**config.mk**
```make
export PLATFORM = sky130hd
export DESIGN_NAME = vga_sync_gen
export DESIGN_NICKNAME = d
export VERILOG_FILES = /design/src/rtl/vga_sync_gen.sv
export SDC_FILE = /design/constraint.sdc
export NUM_CORES = 1
export LEC_CHECK = 0
export BUFFER_PORTS_ARGS = -buffer_cell sky130_fd_sc_hd__buf_2
export CORE_MARGIN = 2
export CORE_UTILIZATION = 35
export DETAILED_ROUTE_END_ITERATION = 8
export PLACE_DENSITY = 0.59
export SETUP_SLACK_MARGIN = 0.4
export SKIP_LAST_GASP = 1
export SYNTH_ARGS = -nofsm -noshare
export SYNTH_HDL_FRONTEND = slang
export SYNTH_SLANG_ARGS = --single-unit
```
**constraint.sdc**
```tcl
create_clock -name clk_d -period 3.01 [get_ports clk_d]
set_input_delay 0 -clock clk_d [delete_from_list [all_inputs] [get_ports clk_d]]
set_output_delay 0 -clock clk_d [all_outputs]
set_load 0.02 [all_outputs]
```
**src/rtl/vga_sync_gen.sv**
```systemverilog
// VGA timing generator: pixel/line counters with registered sync and blanking outputs.
// Define VGA_TICK_DIV_EN to add a divide-by-4 pixel prescaler (100 MHz clk_d in, 25 MHz pixels).
module vga_sync_gen #(
  parameter int unsigned H_VIS  = 640,
  parameter int unsigned H_FP   = 16,
  parameter int unsigned H_SYNC = 96,
  parameter int unsigned H_BP   = 48,
  parameter int unsigned V_VIS  = 480,
  parameter int unsigned V_FP   = 10,
  parameter int unsigned V_SYNC = 2,
  parameter int unsigned V_BP   = 33
) (
  input  logic       clk_d,
  input  logic       reset,
  output logic       hsync,
  output logic       vsync,
  output logic       video_on,
  output logic [9:0] pixel_x,
  output logic [9:0] pixel_y,
  output logic       p_tick,
  output logic       frame_tick
);

  localparam int unsigned H_TOTAL = H_VIS + H_FP + H_SYNC + H_BP;
  localparam int unsigned V_TOTAL = V_VIS + V_FP + V_SYNC + V_BP;

  localparam logic [9:0] H_LAST       = 10'(H_TOTAL - 1);
  localparam logic [9:0] V_LAST       = 10'(V_TOTAL - 1);
  localparam logic [9:0] H_VIS_END    = 10'(H_VIS);
  localparam logic [9:0] V_VIS_END    = 10'(V_VIS);
  localparam logic [9:0] H_SYNC_FIRST = 10'(H_VIS + H_FP);
  localparam logic [9:0] H_SYNC_LAST  = 10'(H_VIS + H_FP + H_SYNC - 1);
  localparam logic [9:0] V_SYNC_FIRST = 10'(V_VIS + V_FP);
  localparam logic [9:0] V_SYNC_LAST  = 10'(V_VIS + V_FP + V_SYNC - 1);

  logic [9:0] h_count_q, h_count_d;
  logic [9:0] v_count_q, v_count_d;
  logic       hsync_q, hsync_d;
  logic       vsync_q, vsync_d;
  logic       video_on_q, video_on_d;

`ifdef VGA_TICK_DIV_EN
  logic [1:0] prescale_q, prescale_d;

  always_comb begin
    prescale_d = prescale_q + 2'd1;
  end

  always_ff @(posedge clk_d or posedge reset) begin
    if (reset) begin
      prescale_q <= 2'd0;
    end else begin
      prescale_q <= prescale_d;
    end
  end

  assign p_tick = (prescale_q == 2'd3);
`else
  assign p_tick = 1'b1;
`endif

  // Sync and blanking are decoded from the next counts so the registered
  // outputs line up with pixel_x/pixel_y in the same cycle.
  always_comb begin
    h_count_d = h_count_q;
    v_count_d = v_count_q;
    if (p_tick) begin
      if (h_count_q == H_LAST) begin
        h_count_d = 10'd0;
        if (v_count_q == V_LAST) begin
          v_count_d = 10'd0;
        end else begin
          v_count_d = v_count_q + 10'd1;
        end
      end else begin
        h_count_d = h_count_q + 10'd1;
      end
    end

    hsync_d    = !((h_count_d >= H_SYNC_FIRST) && (h_count_d <= H_SYNC_LAST));
    vsync_d    = !((v_count_d >= V_SYNC_FIRST) && (v_count_d <= V_SYNC_LAST));
    video_on_d = (h_count_d < H_VIS_END) && (v_count_d < V_VIS_END);
  end

  // Reset values describe pixel (0,0): visible, both syncs inactive.
  always_ff @(posedge clk_d or posedge reset) begin
    if (reset) begin
      h_count_q  <= 10'd0;
      v_count_q  <= 10'd0;
      hsync_q    <= 1'b1;
      vsync_q    <= 1'b1;
      video_on_q <= 1'b1;
    end else begin
      h_count_q  <= h_count_d;
      v_count_q  <= v_count_d;
      hsync_q    <= hsync_d;
      vsync_q    <= vsync_d;
      video_on_q <= video_on_d;
    end
  end

  assign pixel_x    = h_count_q;
  assign pixel_y    = v_count_q;
  assign hsync      = hsync_q;
  assign vsync      = vsync_q;
  assign video_on   = video_on_q;
  assign frame_tick = p_tick && (h_count_q == H_LAST) && (v_count_q == V_LAST);

endmodule

```
==> results.yml, run 1 <==
finish:
  nNetsFinal: 177
  mostFrequentLayoutCells: "buf_2 (25), dfrtp_1 (20), nand2_1 (12)"
  fillers: 418
  final-seq-area_um2: 579
  utilization_pct: 40.5
  multi_input_area_um2: 761
  layout_commonest_cell: "buf_2"
  n_antenna_cell: 0
  drive_gt1_share_pct: 24.7
  fin_cells: 220
  area_delta_synth_final_pct: 11.5
power:
  pwr_density_cell_mw_per_mm2: 314
  p_sw_share_pct: 20.2
  switchingPower_uw: 102
  ir_drop_mv: 0.127
  p_int_uw: 402
  pwr-share-seq_pct: 61.2
  power_uw: 505
  p_leak_nw: 0.744
  p_clk_share_pct: 37.1
  p_comb_share_pct: 1.7
clock_network:
  clock_sinks: 23
  htreeDepth: 1
  clk_latency_ns: 0.26
  clock-root-buffer: "clkbuf_8"
  cts_setup_buffers: 0
  clkTransAtPathRegs_ns: 0.08
  cts_tree: "done"
  cts_buffers: 3
  ctsLongestPathBuffers: 2
place:
  place_congestion: 0.785
  placement.setup.worst_slack_ns: 0.898
  port_buffers: 25
  dp_hpwl_mm: 2.15
  placed_cells: 215
sta:
  drv_slew: 0
  min_period_ns: 2.13
  setup_ws_ns: 0.884
  fin_worst_skew_ns: 0.00447
  max_slew_margin_pct: 42.7
  worstMarginPinSlew_ns: 0.858
  fin_crit_sh_pct: 70.6
  setup_tns_ns: 0
  max_freq_ghz: 0.470
  hold_viol: 0
  setup_viol: 0
  rsz0062_at_grt: "false"
critical_path:
  crit_chain: "ha_1 > and4_4 > nand3_1 > o211ai_1 > a21oi_1 > a2111oi_2"
  endpoint_kind: "flip-flop"
  worstReg2RegStart: "pixel_x[0]"
  cp_slowest_stage_delay_ns: 0.44
  cp-startpoint: "pixel_x[0]"
  worstPathArrival_ns: 2.29
  startpoint_type: "flip-flop"
  path_max_fanout: 11
  cp.required_ns: 3.18
  path_class: "flip-flop to flip-flop"
  slowest_stage: "dfrtp_1"
synthesis:
  synth-seq-cells: 23
  yosysSeqAreaShare_pct: 40.2
  yosys_warnings: 0
  yosysTopAreaCell: "dfrtp_1"
  syn_area_mm2: 0.00144
  synth_cell_types: 49
  synth_ff_type: "dfrtp_1"
  syn_nets: 158
  synth.avg_cell_area_um2: 9.48
  synth_edf_count: 0
  ys_async_sr_fraction_pct: 100
  synth_cells: 152
  yosys.area.top_type_share_pct: 34.7
  yosys-top-cells-area: "dfrtp_1 (35%), dfstp_2 (5.5%), xor2_1 (4.3%)"
die:
  num_rows: 23
  io_pins: 27
  start_util_pct: 36.3
  die_area_mm2: 0.00465
  die_h_um: 68.2
  dieWidth_um: 68.2
  coreArea_mm2: 0.00397
global_routing:
  antenna_found_initial: 0
  grt_pass1_wl_mm: 4.88
  grt_pass1_vias: 1073
  gr-total-overflow: 0
  grt_usage_pct: 13.8
  grt_max_degree: 24
outcome:
  status: "finished clean"
routing:
  vias: 1180
  wirelength_mm: 2.90
  drc: 0
  avgViaCountPerCell: 5.36
  routedWlPerCell_um: 13.2
  dr.pass1.iters: 4
  drt_iter0_drc: 75
  ant_nets: 0
hold_path:
  hp-class: "primary input to asynchronous set/reset pin"
flow_run:
  cap_violations: 0
logic make-up after synthesis:
kind of cell | Yosys count | share of synthesized area (%)
simple gates | 62 | 25.3
compound gates | 32 | 16.4
flops | 23 | 40.2
buf+inv | 18 | 7.03
xor+xnor | 12 | 7.29
fa+ha+maj | 4 | 3.47
other cells | 1 | 0.260
per-stage QoR:
| stage | hold slack (ns) | cell area [um2] |
|---|---|---|
| 2_1_floorplan | -0.000300 | 1440 |
| 3_3_place_gp | 0.220 | 1550 |
| 3_5_place_dp | 0.233 | 1550 |
| 4_1_cts | 0.490 | 1610 |
| 5_1_grt | 0.548 | 1610 |
| 6_report | 0.453 | 1610 |
layout make-up:
class	count	share of cell area [%]
Clock buffer	3	2.57
Clock inverter	1	0.312
Inverter	6	1.40
Multi-Input combinational cell	111	47.4
Sequential cell	23	36.1
Tap cell	50	3.89
Timing Repair Buffer	26	8.41
power by group through the flow:
| stage | combinational (mW) | clock (mW) | sequential [mW] |
|---|---|---|---|
| floorplan | 0.00665 | 0 | 0.315 |
| global placement | 0.00797 | 0 | 0.315 |
| detailed placement | 0.00817 | 0 | 0.315 |
| CTS | 0.00915 | 0.198 | 0.309 |
| global route | 0.0103 | 0.212 | 0.309 |
| finish | 0.00845 | 0.187 | 0.309 |
synthesized netlist by cell type (2+ instances only):
master,count
o2111ai_1,2
dfrtp_1,20
nor2_1,7
nor3b_2,2
ha_1,4
nand4_1,4
nand2b_1,2
and3_1,6
o21ai_0,8
inv_1,6
a21o_1,3
xnor2_1,5
o21ai_1,2
nand3_1,10
nor3_1,5
buf_2,6
buf_4,3
nor2b_1,3
buf_6,2
xor2_1,7
dfstp_2,3
nand2_1,12
a21oi_1,2
nand3b_1,2
a21boi_0,2
registers in the layout (all words and copies together) (netlist names):
register	count
vsync	1
video_on	1
hsync	1
pixel_x	10
pixel_y	10
layer usage:
layer	vias to the layer above	wire (um)	part of all wire [%]	GRT usage [%]
met4	0	12	0.41	5.75
li1	576	-	-	-
met1	572	1320	45	17.9
met2	30	1420	49	22.9
met3	2	148	5.1	1.97
met5	-	0	0	0
final timing paths:
check                             end  slack (ns)  cells after the start
min in group clk_d         pixel_y[8]        0.51                      1
min                        pixel_x[5]        0.45                      3
max                          video_on        0.88                      6
max reg2reg                  video_on        0.88                      6
max in group asynchronous  pixel_y[3]        2.03                      3
min reg2reg                pixel_y[8]        0.51                      1
what timing repair did:
item / in CTS / in global routing
gates resized for setup: 0 / 0
endpoints found under the hold margin: 20 / 0
hold buffers: 1 / 0
critical path, delay by kind of cell, from the launching register on:
family / cells / cell delay (ns)
AO/OA/AOI/OAI: 3 / 0.71
AND/OR/NAND/NOR: 2 / 0.58
flip-flops: 1 / 0.44
adder cells (fa/ha/maj): 1 / 0.28
Note: power is estimated with default switching activity, not from simulation.
==> run 2, diff against run 1 <==
--- a/config.mk
+++ b/config.mk
@@ -9,7 +9,7 @@
 export CORE_MARGIN = 2
 export CORE_UTILIZATION = 35
 export DETAILED_ROUTE_END_ITERATION = 8
-export PLACE_DENSITY = 0.59
+export PLACE_DENSITY = 0.61
 export SETUP_SLACK_MARGIN = 0.4
 export SKIP_LAST_GASP = 1
 export SYNTH_ARGS = -nofsm -noshare
==> constraint.sdc (replaced) <==
create_clock -name clk_d -period 1.8 [get_ports clk_d]
set_input_delay 0 -clock clk_d [delete_from_list [all_inputs] [get_ports clk_d]]
set_output_delay 0 -clock clk_d [all_outputs]
set_load 0.02 [all_outputs]
==> run 2 against run 1 <==
Routed wire length grew 46%. Maximum frequency grew 29%. Highest routed layer unchanged. Flip-flop and latch count is the same. Setup slack lost 0.73 ns. Non-clock buffer count grew 43. Design area grew 40%. Combinational power grew 95%.
==> results.yml, run 2 (same netlist as run 1, synthesis figures left out) <==
critical_path:
  cp.required_ns: 1.98
  worstPathArrival_ns: 1.82
  startpoint_type: "flip-flop"
  r2r.worst_path.cells: 6
  r2r-end: "video_on"
  path_max_fanout: 5
  endpoint_kind: "flip-flop"
  reg2reg_slack_ns: 0.15
  worstReg2RegStart: "pixel_x[0]"
  path_class: "flip-flop to flip-flop"
sta:
  setup_tns_ns: 0
  max_freq_ghz: 0.607
  fin_crit_sh_pct: 91.5
  rsz0062_at_grt: "true"
  setup_viol: 0
  drv_slew: 0
  fin_worst_skew_ns: 0.0107
  min_period_ns: 1.65
  hold_viol: 0
hold_path:
  hp-class: "primary input to asynchronous set/reset pin"
die:
  die_area_mm2: 0.00465
  io_pins: 27
  die_h_um: 68.2
  coreArea_mm2: 0.00397
  dieWidth_um: 68.2
  start_util_pct: 36.3
  num_rows: 23
clock_network:
  ctsLongestPathBuffers: 2
  cts_tree: "done"
  clk_latency_ns: 0.27
  clock-root-buffer: "clkbuf_8"
  htreeDepth: 1
  clock_sinks: 23
  clkTransAtPathRegs_ns: 0.09
  cts_buffers: 3
global_routing:
  antenna_found_initial: 0
  grt_pass1_vias: 1344
  gr-total-overflow: 0
  grt_usage_pct: 17.6
  grt_pass1_wl_mm: 6.18
  grt_max_degree: 24
routing:
  ant_nets: 0
  routedWlPerCell_um: 16.1
  drc: 0
  avgViaCountPerCell: 5.31
  vias: 1396
  dr.pass1.iters: 4
  wirelength_mm: 4.24
  drt_iter0_drc: 62
finish:
  area_delta_synth_final_pct: 55.7
  layout_commonest_cell: "buf_4"
  n_antenna_cell: 0
  drive_gt1_share_pct: 62.4
  nNetsFinal: 220
  mostFrequentLayoutCells: "buf_4 (35), buf_2 (24), dfrtp_2 (12)"
  utilization_pct: 56.5
power:
  power_uw: 862
  p_leak_nw: 0.979
  ir_drop_mv: 0.196
  pwr_density_cell_mw_per_mm2: 384
outcome:
  status: "finished clean"
flow_run:
  cap_violations: 0
place:
  port_buffers: 25
  dp_hpwl_mm: 2.57
  place_congestion: 0.803
run 2: changes by cell type in the layout (fill, tap and decap cells not counted), moves of 4 or more:
cell	before	now
dfrtp_1	20	8
nand3_1	10	4
buf_4	0	35
dfrtp_2	0	12
nor3_1	5	1
buf_6	0	9
o21ai_0	8	2
run 2: per-layer routing:
metal / vias up / routed length, um / track usage (%)
li1: 663 / - / -
met1: 690 / 1700 / 21.3
met2: 37 / 2330 / 32.3
met3: 6 / 146 / 1.97
met4: 0 / 62 / 5.50
met5: - / 0 / 0
run 2: timing repair:
item	CTS	global route
resized for setup	12	43
hold buffers	1	0
endpoints found under the hold margin	20	0
endpoints found under the setup margin	15	19
gates cloned	1	0
setup buffers	12	11
pin swaps	8	15
run 2: critical path: stages (launching register included):
cell       delay, ns
dfrtp_2         0.39
ha_4            0.14
and4_4          0.26
nand2_1         0.11
o221ai_2        0.28
nor2b_4         0.07
a2111oi_4       0.31
run 2: how the worst max path moves through the flow:
stage                from  slack [ns]         end
6_report       pixel_x[0]        0.15    video_on
2_1_floorplan  pixel_x[1]        0.06    video_on
3_5_place_dp   pixel_y[0]        0.04    video_on
4_1_cts        pixel_x[0]        0.15  frame_tick
5_1_grt        pixel_y[1]        0.05       vsync
3_3_place_gp   pixel_y[0]        0.08    video_on
run 2: per-stage QoR:
step           area (um2)  setup WS, ns  std cells  hold WS, ns
2_1_floorplan        1530        0.0629        152    -0.000789
3_3_place_gp         1770        0.0819        234       0.0531
3_5_place_dp         1770        0.0447        234       0.0596
4_1_cts              1970         0.147        252        0.319
5_1_grt              2240        0.0493        263        0.354
6_report             2240         0.154        263        0.309
run 2: power breakdown:
group	internal [mW]	switching, mW	total [mW]
Sequential	0.516	0	0.516
Combinational	0.00378	0.0127	0.0165
Clock	0.155	0.174	0.329
run 2: layout make-up:
class	count	area (um2)
Clock inverter	1	5.00
Multi-Input combinational cell	111	1020
Fill cell	346	1730
Clock buffer	3	41.3
Sequential cell	23	594
Inverter	6	22.5
Timing Repair Buffer	69	494
Tap cell	50	62.6
==> run 3, diff against run 2 <==
--- a/config.mk
+++ b/config.mk
@@ -6,9 +6,11 @@
 export NUM_CORES = 1
 export LEC_CHECK = 0
 export BUFFER_PORTS_ARGS = -buffer_cell sky130_fd_sc_hd__buf_2
+export CAP_MARGIN = 10
 export CORE_MARGIN = 2
 export CORE_UTILIZATION = 35
 export DETAILED_ROUTE_END_ITERATION = 8
+export MAX_ROUTING_LAYER = met4
 export PLACE_DENSITY = 0.61
 export SETUP_SLACK_MARGIN = 0.4
 export SKIP_LAST_GASP = 1
==> run 3 against run 2 <==
Register-to-register slack is essentially flat. Clock skew shrank 0.0022 ns. Cell count is the same. Routed wire length grew 0.26%. Critical path type unchanged. Largest cell class unchanged.
==> results.yml, run 3 (same netlist as run 1, synthesis figures left out) <==
outcome:
  status: "finished clean"
routing:
  drt_iter0_drc: 63
  routedWlPerCell_um: 16.1
  wirelength_mm: 4.25
  dr.pass1.iters: 5
  drc: 0
  vias: 1394
  avgViaCountPerCell: 5.30
  ant_nets: 0
clock_network:
  ctsLongestPathBuffers: 2
  clock-root-buffer: "clkbuf_8"
  cts_tree: "done"
  clkTransAtPathRegs_ns: 0.09
  cts_buffers: 3
  clk_latency_ns: 0.27
  clock_sinks: 23
  htreeDepth: 1
die:
  num_rows: 23
  coreArea_mm2: 0.00397
  io_pins: 27
  start_util_pct: 36.3
  die_h_um: 68.2
  dieWidth_um: 68.2
  die_area_mm2: 0.00465
sta:
  whs_ns: 0.310
  fin_worst_skew_ns: 0.00849
  setup_viol: 0
  fin_crit_sh_pct: 91.8
  setup_ws_ns: 0.147
  rsz0062_at_grt: "true"
  max_freq_ghz: 0.605
  drv_slew: 0
  hold_viol: 0
  setup_tns_ns: 0
  min_period_ns: 1.65
critical_path:
  worstPathArrival_ns: 1.85
  endpoint_kind: "flip-flop"
  slowest_stage: "nor4b_1"
  path_max_fanout: 3
  path_common_cell: "buf_4"
  cp.required_ns: 2.00
  startpoint_type: "flip-flop"
  cp_slowest_stage_delay_ns: 0.44
  path_class: "flip-flop to flip-flop"
  crit_chain: "buf_4 > buf_4 > nand2_1 > nor4b_1 > a311oi_2 > o21ai_2 > nand3b_1"
place:
  placement.setup.worst_slack_ns: 0.0447
  place_congestion: 0.814
  dp_hpwl_mm: 2.57
  port_buffers: 25
finish:
  multi_input_area_mm2: 0.00102
  final-seq-area_um2: 594
  layout_commonest_cell: "buf_4"
  mostFrequentLayoutCells: "buf_4 (35), buf_2 (24), dfrtp_2 (12)"
  nNetsFinal: 220
  n_antenna_cell: 0
  drive_gt1_share_pct: 62.4
  area_delta_synth_final_pct: 55.7
  fillers: 346
global_routing:
  grt_max_degree: 24
  grt_usage_pct: 18.1
  antenna_found_initial: 0
  grt_pass1_wl_mm: 6.18
  grt_pass1_vias: 1346
  gr-total-overflow: 0
flow_run:
  cap_violations: 0
power:
  p_leak_nw: 0.979
  power_uw: 862
  pwr_density_cell_mw_per_mm2: 384
  ir_drop_mv: 0.198
hold_path:
  hp-class: "primary input to asynchronous set/reset pin"
[run 3: cell counts in the layout (fill, tap and decap cells not counted)]
Identical to the previous run, type by type.
[run 3: path summary, 6_finish.rpt]
path	from	end	slack [ns]	cells after the start
max	pixel_y[1]	vsync	0.15	7
min	reset	pixel_y[6]	0.31	4
max reg2reg	pixel_y[1]	vsync	0.15	7
min reg2reg	pixel_y[8]	pixel_y[8]	0.51	1
max in group asynchronous	reset	vsync	1.20	4
min in group clk_d	pixel_y[8]	pixel_y[8]	0.51	1
[run 3: layout make-up]
type                            count  area share (%)
Multi-Input combinational cell    111            45.7
Sequential cell                    23            26.5
Timing Repair Buffer               69            22.0
Tap cell                           50            2.79
Clock buffer                        3            1.84
Inverter                            6            1.00
Clock inverter                      1           0.223
[run 3: timing repair]
action	CTS	global route
resized for setup	12	43
endpoints found under the setup margin	15	19
cloned	1	0
hold buffers	1	0
endpoints found under the hold margin	20	0
pin swaps	8	15
buffers inserted	12	11
[run 3: layer usage]
layer	wire length, um	global-route usage (%)
met1	1710	21.2
met2	2350	32.4
met3	148	1.97
met4	38	5.50
met5	0	-
[run 3: through the flow]
stage	area, um2	util, %	cells
2_1_floorplan	1530	-	152
3_3_place_gp	1770	44.6	234
3_5_place_dp	1770	44.6	234
4_1_cts	1970	49.7	252
5_1_grt	2240	56.5	263
6_report	2240	56.5	263
[run 3: where the power goes]
group / switching [mW] / internal [mW]
Clock: 0.174 / 0.155
Combinational: 0.0127 / 0.00378
Sequential: 0 / 0.516
Total: 0.187 / 0.675
[run 3: critical path, delay by kind of cell, from the launching register on]
family / cells / cell delay [ns]
and+or+nand+nor: 3 / 0.61
DFF: 1 / 0.41
AOI/OAI and AO/OA: 2 / 0.28
buffers and inverters: 2 / 0.28
